<file path="config.mk">
export PLATFORM = sky130hd
export DESIGN_NAME = mem_access_stage
export DESIGN_NICKNAME = d
export VERILOG_FILES = /design/src/rtl/cpu_pkg.sv /design/src/rtl/mem_access_stage.sv
export SDC_FILE = /design/constraint.sdc
export NUM_CORES = 1
export LEC_CHECK = 0
export ABC_AREA = 1
export ABC_CLOCK_PERIOD_IN_PS = 3400
export BUFFER_PORTS_ARGS = -buffer_cell sky130_fd_sc_hd__buf_2
export CELL_PAD_IN_SITES_DETAIL_PLACEMENT = 0
export CELL_PAD_IN_SITES_GLOBAL_PLACEMENT = 1
export CORE_MARGIN = 5
export CORE_UTILIZATION = 36
export CTS_CLUSTER_SIZE = 24
export DETAILED_ROUTE_END_ITERATION = 10
export HOLD_SLACK_MARGIN = 0.05
export PLACE_DENSITY = 0.9
export SETUP_SLACK_MARGIN = 0.2
export SLEW_MARGIN = 20
export SYNTH_ARGS = -nofsm -noshare
export SYNTH_HDL_FRONTEND = slang
export SYNTH_SLANG_ARGS = --single-unit
</file>
<file path="constraint.sdc">
create_clock -name clk -period 3.4 [get_ports clk]
set_clock_uncertainty 0.15 [all_clocks]
set_input_delay 0.68 -clock clk [delete_from_list [all_inputs] [get_ports clk]]
set_output_delay 0.68 -clock clk [all_outputs]
set_load 0.1 [all_outputs]
</file>
<file path="src/rtl/cpu_pkg.sv">
// Shared types and constants for the CPU pipeline stages.
package cpu_pkg;

  localparam int REG_IDX_W = 4;

  localparam logic [31:0] BUS_ERR_DATA = 32'hDEAD_BEEF;

  typedef enum logic [1:0] {
    IDLE = 2'd0,
    WAIT = 2'd1,
    DONE = 2'd2
  } mem_state_t;

endpackage

</file>
<file path="src/rtl/mem_access_stage.sv">
// Pipeline MEM stage: passes ALU results through and runs req/ack data-memory
// transactions for loads/stores, stalling the front end until they complete.
//
// state | meaning
// IDLE  | pass-through; a non-flushed load/store launches a bus request
// WAIT  | request outstanding, bus fields held; ack or timeout ends it
// DONE  | one cycle presenting the load data / store result to MEM/WB
module mem_access_stage
  import cpu_pkg::*;
#(
  parameter int TIMEOUT = 16
) (
  input  logic                 clk,
  input  logic                 rst,
  input  logic                 flush,
  input  logic [31:0]          alu_result_i,
  input  logic [31:0]          store_data_i,
  input  logic [REG_IDX_W-1:0] reg_dst_i,
  input  logic                 mem_rd_i,
  input  logic                 mem_wr_i,
  input  logic                 reg_wr_i,
  input  logic                 wb_sel_i,
  output logic [31:0]          dmem_addr,
  output logic [31:0]          dmem_wdata,
  output logic                 dmem_req,
  output logic                 dmem_we,
  input  logic                 dmem_ack,
  input  logic [31:0]          dmem_rdata,
  output logic [31:0]          alu_out_o,
  output logic [REG_IDX_W-1:0] reg_dst_o,
  output logic                 reg_wr_o,
  output logic                 wb_sel_o,
  output logic                 stall_req,
  output logic                 bus_err
);

  localparam logic [7:0] TO_LAST = 8'(TIMEOUT - 1);

  mem_state_t  r_state;
  mem_state_t  w_state_nxt;
  logic [7:0]  r_cnt;
  logic        r_kill;
  logic        r_is_load;
  logic [31:0] r_rdata_q;
  logic        w_start;
  logic        w_ack;
  logic        w_timeout;

  assign w_start   = (r_state == IDLE) & (mem_rd_i | mem_wr_i) & ~flush;
  assign w_ack     = (r_state == WAIT) & dmem_req & dmem_ack;
  // Ack wins over timeout when both land in the same cycle.
  assign w_timeout = (r_state == WAIT) & ~w_ack & (r_cnt == TO_LAST);

  assign reg_dst_o = reg_dst_i;
  assign wb_sel_o  = wb_sel_i;

  always_comb begin
    w_state_nxt = r_state;
    case (r_state)
      IDLE:    if (w_start) w_state_nxt = WAIT;
      WAIT:    if (w_ack || w_timeout) w_state_nxt = DONE;
      DONE:    w_state_nxt = IDLE;
      default: w_state_nxt = IDLE;
    endcase
  end

  always_comb begin
    alu_out_o = alu_result_i;
    reg_wr_o  = reg_wr_i & ~flush;
    stall_req = 1'b0;
    bus_err   = 1'b0;
    case (r_state)
      IDLE: begin
        if (w_start) begin
          stall_req = 1'b1;
          reg_wr_o  = 1'b0;
        end
      end
      WAIT: begin
        stall_req = 1'b1;
        reg_wr_o  = 1'b0;
        bus_err   = w_timeout;
      end
      DONE: begin
        if (r_is_load) alu_out_o = r_rdata_q;
        reg_wr_o = reg_wr_i & ~r_kill & ~flush;
      end
      default: ;
    endcase
    if (rst) begin
      stall_req = 1'b0;
      reg_wr_o  = 1'b0;
      bus_err   = 1'b0;
    end
  end

  always_ff @(posedge clk) begin
    if (rst) begin
      r_state    <= IDLE;
      dmem_req   <= 1'b0;
      dmem_we    <= 1'b0;
      dmem_addr  <= '0;
      dmem_wdata <= '0;
      r_rdata_q  <= '0;
      r_kill     <= 1'b0;
      r_is_load  <= 1'b0;
      r_cnt      <= '0;
    end else begin
      r_state <= w_state_nxt;
      case (r_state)
        IDLE: begin
          if (w_start) begin
            dmem_req   <= 1'b1;
            dmem_we    <= mem_wr_i;
            dmem_addr  <= alu_result_i;
            dmem_wdata <= store_data_i;
            r_is_load  <= ~mem_wr_i;
            r_cnt      <= '0;
            r_kill     <= 1'b0;
          end
        end
        WAIT: begin
          if (r_cnt != 8'hFF) r_cnt <= r_cnt + 8'd1;
          if (flush) r_kill <= 1'b1;
          if (w_ack) begin
            r_rdata_q <= dmem_rdata;
            dmem_req  <= 1'b0;
            dmem_we   <= 1'b0;
          end else if (w_timeout) begin
            r_rdata_q <= BUS_ERR_DATA;
            dmem_req  <= 1'b0;
            dmem_we   <= 1'b0;
            r_kill    <= 1'b1;
          end
        end
        default: ;
      endcase
    end
  end

endmodule

</file>
* Yosys cells after proc, flatten, opt, wreduce, memory -nomap -nowiden *
Cells that the tools add are included.

operators by class
  add/subtract/negate cells = 1
  equality and inequality tests = 8
  mux-type cells = 29
  bitwise gates (word level) = 14
  reductions and logical operators = 10

operators with widths
  operator                                                                 number
  32-bit 2-to-1 mux                                                        4
  8-bit 2-to-1 mux                                                         2
  8-bit case mux with 2 select lines                                       1
  1-bit 2-to-1 mux                                                         14
  1-bit AND                                                                9
  8-bit by 1-bit adder with 8-bit output, second input constant            1
  8-bit by 4-bit equality test with 1-bit output, second input constant    1
  8-bit inequality test, second input constant                             1
  1-bit case mux with 2 select lines                                       4
  2-bit AND reduction                                                      4
  3-bit AND reduction                                                      2
  2-bit 2-to-1 mux                                                         2
  2-bit by 1-bit inequality test with 1-bit output, second input constant  2
  1-bit NOT                                                                4
  2-bit case mux with 2 select lines                                       1
  2-bit nonzero test                                                       2
  3-bit inequality test, second input constant                             1
  1-bit case mux with 3 select lines                                       1
  2-bit by 1-bit equality test with 1-bit output, second input constant    1
  2-bit equality test, second input constant                               1
  2-bit logical NOT                                                        1
  2-bit inequality test, second input constant                             1
  1-bit logical OR                                                         1
  1-bit bitwise OR                                                         1

word-level totals
  bits in registers = 110
  bits of input ports = 108
  output and inout bits = 106
  word-level logic and storage cells = 71

* Logic depth before layout (Yosys ltp) *
  depth in word-level cells = 9
  depth in mapped cells = 9

* Worst setup path after synthesis *
No wires, ideal clock.

  path kind = reg2out
  from = register dmem_req
  to = output bus_err
  data arrival time = 4.123 ns
  data required time = 2.570 ns
  path slack = -1.553 ns
  stages on the path, launching flop included = 7
  buffers on the path = 1
  path through = dfxtp_1 -> nand2_1 -> nor2_8 -> inv_2 -> buf_2 -> nand2_1 -> nor4_1

on the way
  word-level cells in the longest chain between the ends = 7

ends and longest elaborated chain
  item                      RTL line                 text
  start: declaration        mem_access_stage.sv:25   output logic dmem_req,
  start signal: assignment  mem_access_stage.sv:100  dmem_req <= 1'b0;
  start signal: assignment  mem_access_stage.sv:113  dmem_req <= 1'b1;
  start signal: assignment  mem_access_stage.sv:127  dmem_req <= 1'b0;
  1-bit AND (2 in a row)    mem_access_stage.sv:50   assign w_ack = (r_state == WAIT) & dmem_req & dmem_ack;
  1-bit NOT                 mem_access_stage.sv:52   assign w_timeout = (r_state == WAIT) & ~w_ack & (r_cnt == TO_LAST);
  1-bit AND (2 in a row)    mem_access_stage.sv:52
  1-bit 2-to-1 mux          mem_access_stage.sv:72   case (r_state)
  1-bit 2-to-1 mux          mem_access_stage.sv:90   if (rst) begin
  end: declaration          mem_access_stage.sv:34   output logic bus_err

Every way passes these cells.

* Worst setup path in the final report *
  from = register r_state[0]
  to = output alu_out_o[11]

on the way
  word-level cells in the longest chain between the ends = 2

ends and longest elaborated chain
  item                      RTL line                 text
  start: declaration        mem_access_stage.sv:39   mem_state_t r_state;
  start signal: assignment  mem_access_stage.sv:109  r_state <= w_state_nxt;
  2-bit equality test       mem_access_stage.sv:72
  32-bit 2-to-1 mux         mem_access_stage.sv:72
  end: declaration          mem_access_stage.sv:29   output logic [31:0] alu_out_o,

Every way passes these cells.

==> out/metrics.yaml <==
max_freq_ghz: 0.333
startpoint: "r_state[0]"
hold_slack_ns: 0.308
ctsHoldBuffers: 0
die_area_sq_um: 15800
cap_violations: 0
drive_gt1_frac: 0.378
ios: 214
met3_length_um: 1260
r2r_slack_ns: 1.27
timing.critical_path.buf_inv: 3
track_usage: 0.178
path_delay_family: "buffers and inverters"
drt-total-wl_um: 14500
fp.dieW_um: 126
leakagePower_nw: 2.92
reg2regPathDepth: 8
ir_drop_v: 0.000295
rows: 42
finalSetupTns_ns: 0
crit_path_max_incr_delay_ns: 0.44
cts_resized: 0
crit_path_end: "alu_out_o[11]"
max_slew_margin: 0.417
start_kind: "register"
syn_inst: 593
ys_types: 30
syn_area_sq_um: 4820
fin_area_sq_um: 6220
dr.pass1.iters: 4
first_iter_violations: 179
cts-htree-levels: 3
status: "finished, final reports clean"
crit_path_end_kind: "output pin"
wl_met2_um: 6900
cp_slowest_cell: "dfxtp_1"
worstReg2RegEnd: "r_rdata_q[1]"
arrival_ns: 2.17
cts.sinks: 110
synth_edf_count: 0
root_buffer: "clkbuf_16"
min_period_over_period: 0.884
avgViaCountPerCell: 4.86
core-area_sq_um: 13200
async_flop_share: 0
topRoutingLayerUsed: "met5"
final_antenna_net_count: 0
post-dp-hpwl_um: 10100
gp_congestion: 0.825
antenna_found_initial: 2
fin_crit_ns: 3.00
grt_max_degree: 71
cts_buffers: 9
fillCellCount: 1362
critical_path.cell_chain: "inv_1 -> nand3_2 -> buf_4 -> mux2_2 -> buf_2"
worstSetupPathType: "register to output pin"
area_growth_pct: 28.9
port_buffers: 203
ys_seq_elements: 110
n_antenna_cell: 0
cp.depth: 5
grt_first_pass_wirelength_um: 23100
final_common_cell: "buf_2"
p_per_area_nw_per_um2: 529
finalSetupViolCount: 0
grt_pass1_vias: 4472
hp-class: "register to register"
routed-via-count: 4605
most-common-layout-cells: "buf_2, dfxtp_1, nand2_1"
routedWlPerCell_um: 15.3
rsz0062_at_grt: "false"
start_util: 0.366
path_clk_slew_ns: 0.07
clock_latency_ns: 0.34
path_max_fanout: 28
clockBufferDepth: 2
nets: 876
layout.cells.non_filler: 948
avgSynthCellArea_sq_um: 8.13
slew_viol_final: 0
yosysSeqAreaShare: 0.457
synth_ff_type: "dfxtp_1"
cts_setup_buffers: 0
worstPathRequired_ns: 2.57
yosysWarnings: 0
met1Wirelength_um: 6180
syn-num-nets: 702
gr-total-overflow: 0
chipHeight_um: 126
cts_tree: "yes"
rr_startpoint: "r_state[1]"
worst_pin_slew_ns: 0.873
finalHoldViolations: 0
drc: 0
postPlaceCellArea_sq_um: 5940
dp_cells: 932
[worst min-delay path, stage by stage (launching register included)]
cell and delay [ns]:
dfxtp_1 0.31, nand2_1 0.06, a21oi_1 0.05
[per-stage QoR]
stage,setup slack (ns),util,total power (W)
after detailed placement,0.592,0.450,0.00230
after global placement,0.626,0.450,0.00229
final,0.395,0.472,0.00329
after global routing,0.299,0.472,0.00344
after CTS,0.359,0.472,0.00334
after floorplan,0.102,-,0.00214
[flip-flops by register name (all words and copies together), names as in the netlist]
signal	count
r_rdata_q	32
dmem_req	1
r_state	2
dmem_wdata	32
r_cnt	8
r_kill	1
dmem_we	1
r_is_load	1
dmem_addr	32
[logic make-up (layout without fill, tap and decap cells)]
logic type | Yosys count | after routing | share of synthesized area
AO/OA/AOI/OAI | 134 | 134 | 0.168
XOR/XNOR | 1 | 1 | 0.00182
adder cells (fa/ha/maj) | 1 | 1 | 0.00259
buffers and inverters | 86 | 265 | 0.0833
flip-flops | 110 | 110 | 0.457
multiplexers | 32 | 32 | 0.0747
AND/OR/NAND/NOR | 229 | 229 | 0.213
[cell type report]
class | instances | area (sq um) | area share
sequential | 110 | 2200 | 0.354
timing repair buffer | 211 | 1110 | 0.178
clock inverter | 5 | 50.0 | 0.00805
tap | 176 | 220 | 0.0354
multi-input combinational | 397 | 2270 | 0.364
inverter | 38 | 143 | 0.0229
clock buffer | 11 | 233 | 0.0374
[synth_stat cells, types with 2 or more instances]
library cell | n | share of area
buf_1 | 2 | 0.0016
nand4_1 | 2 | 0.0026
nand3_1 | 86 | 0.089
o21ai_0 | 20 | 0.021
inv_2 | 2 | 0.0016
nand2_4 | 2 | 0.0047
o21bai_1 | 6 | 0.0093
buf_2 | 21 | 0.022
o21ai_1 | 7 | 0.0073
buf_4 | 6 | 0.0093
buf_6 | 4 | 0.0093
clkbuf_1 | 15 | 0.012
a21oi_1 | 81 | 0.084
dfxtp_1 | 110 | 0.46
inv_1 | 36 | 0.028
mux2_2 | 32 | 0.075
nand2_1 | 106 | 0.082
nor2_1 | 25 | 0.019
o21bai_2 | 19 | 0.044
[power breakdown]
part	internal (W)	switching [W]
logic	0.000174	0.000708
clock network	0.000567	0.000458
registers	0.00135	0.0000334
total	0.00209	0.00120
[how the worst min path moves through the flow]
stage                               from             end  slack, ns  cells after the start
after global placement      dmem_addr[7]    dmem_addr[7]       0.30                      2
after CTS                 dmem_wdata[28]  dmem_wdata[28]       0.31                      2
after floorplan             r_rdata_q[0]    r_rdata_q[0]       0.28                      2
final                     dmem_wdata[28]  dmem_wdata[28]       0.31                      2
after global routing      dmem_wdata[29]  dmem_wdata[29]       0.33                      2
after detailed placement    dmem_addr[1]    dmem_addr[1]       0.30                      2
[routing by layer]
metal | track usage | vias to the layer above
met1 | 0.221 | 2079
met2 | 0.293 | 187
met5 | 0 | -
met3 | 0.0567 | 12
met4 | 0.0606 | 4
li1 | - | 2323
Note: power is estimated with default switching activity, not from simulation.
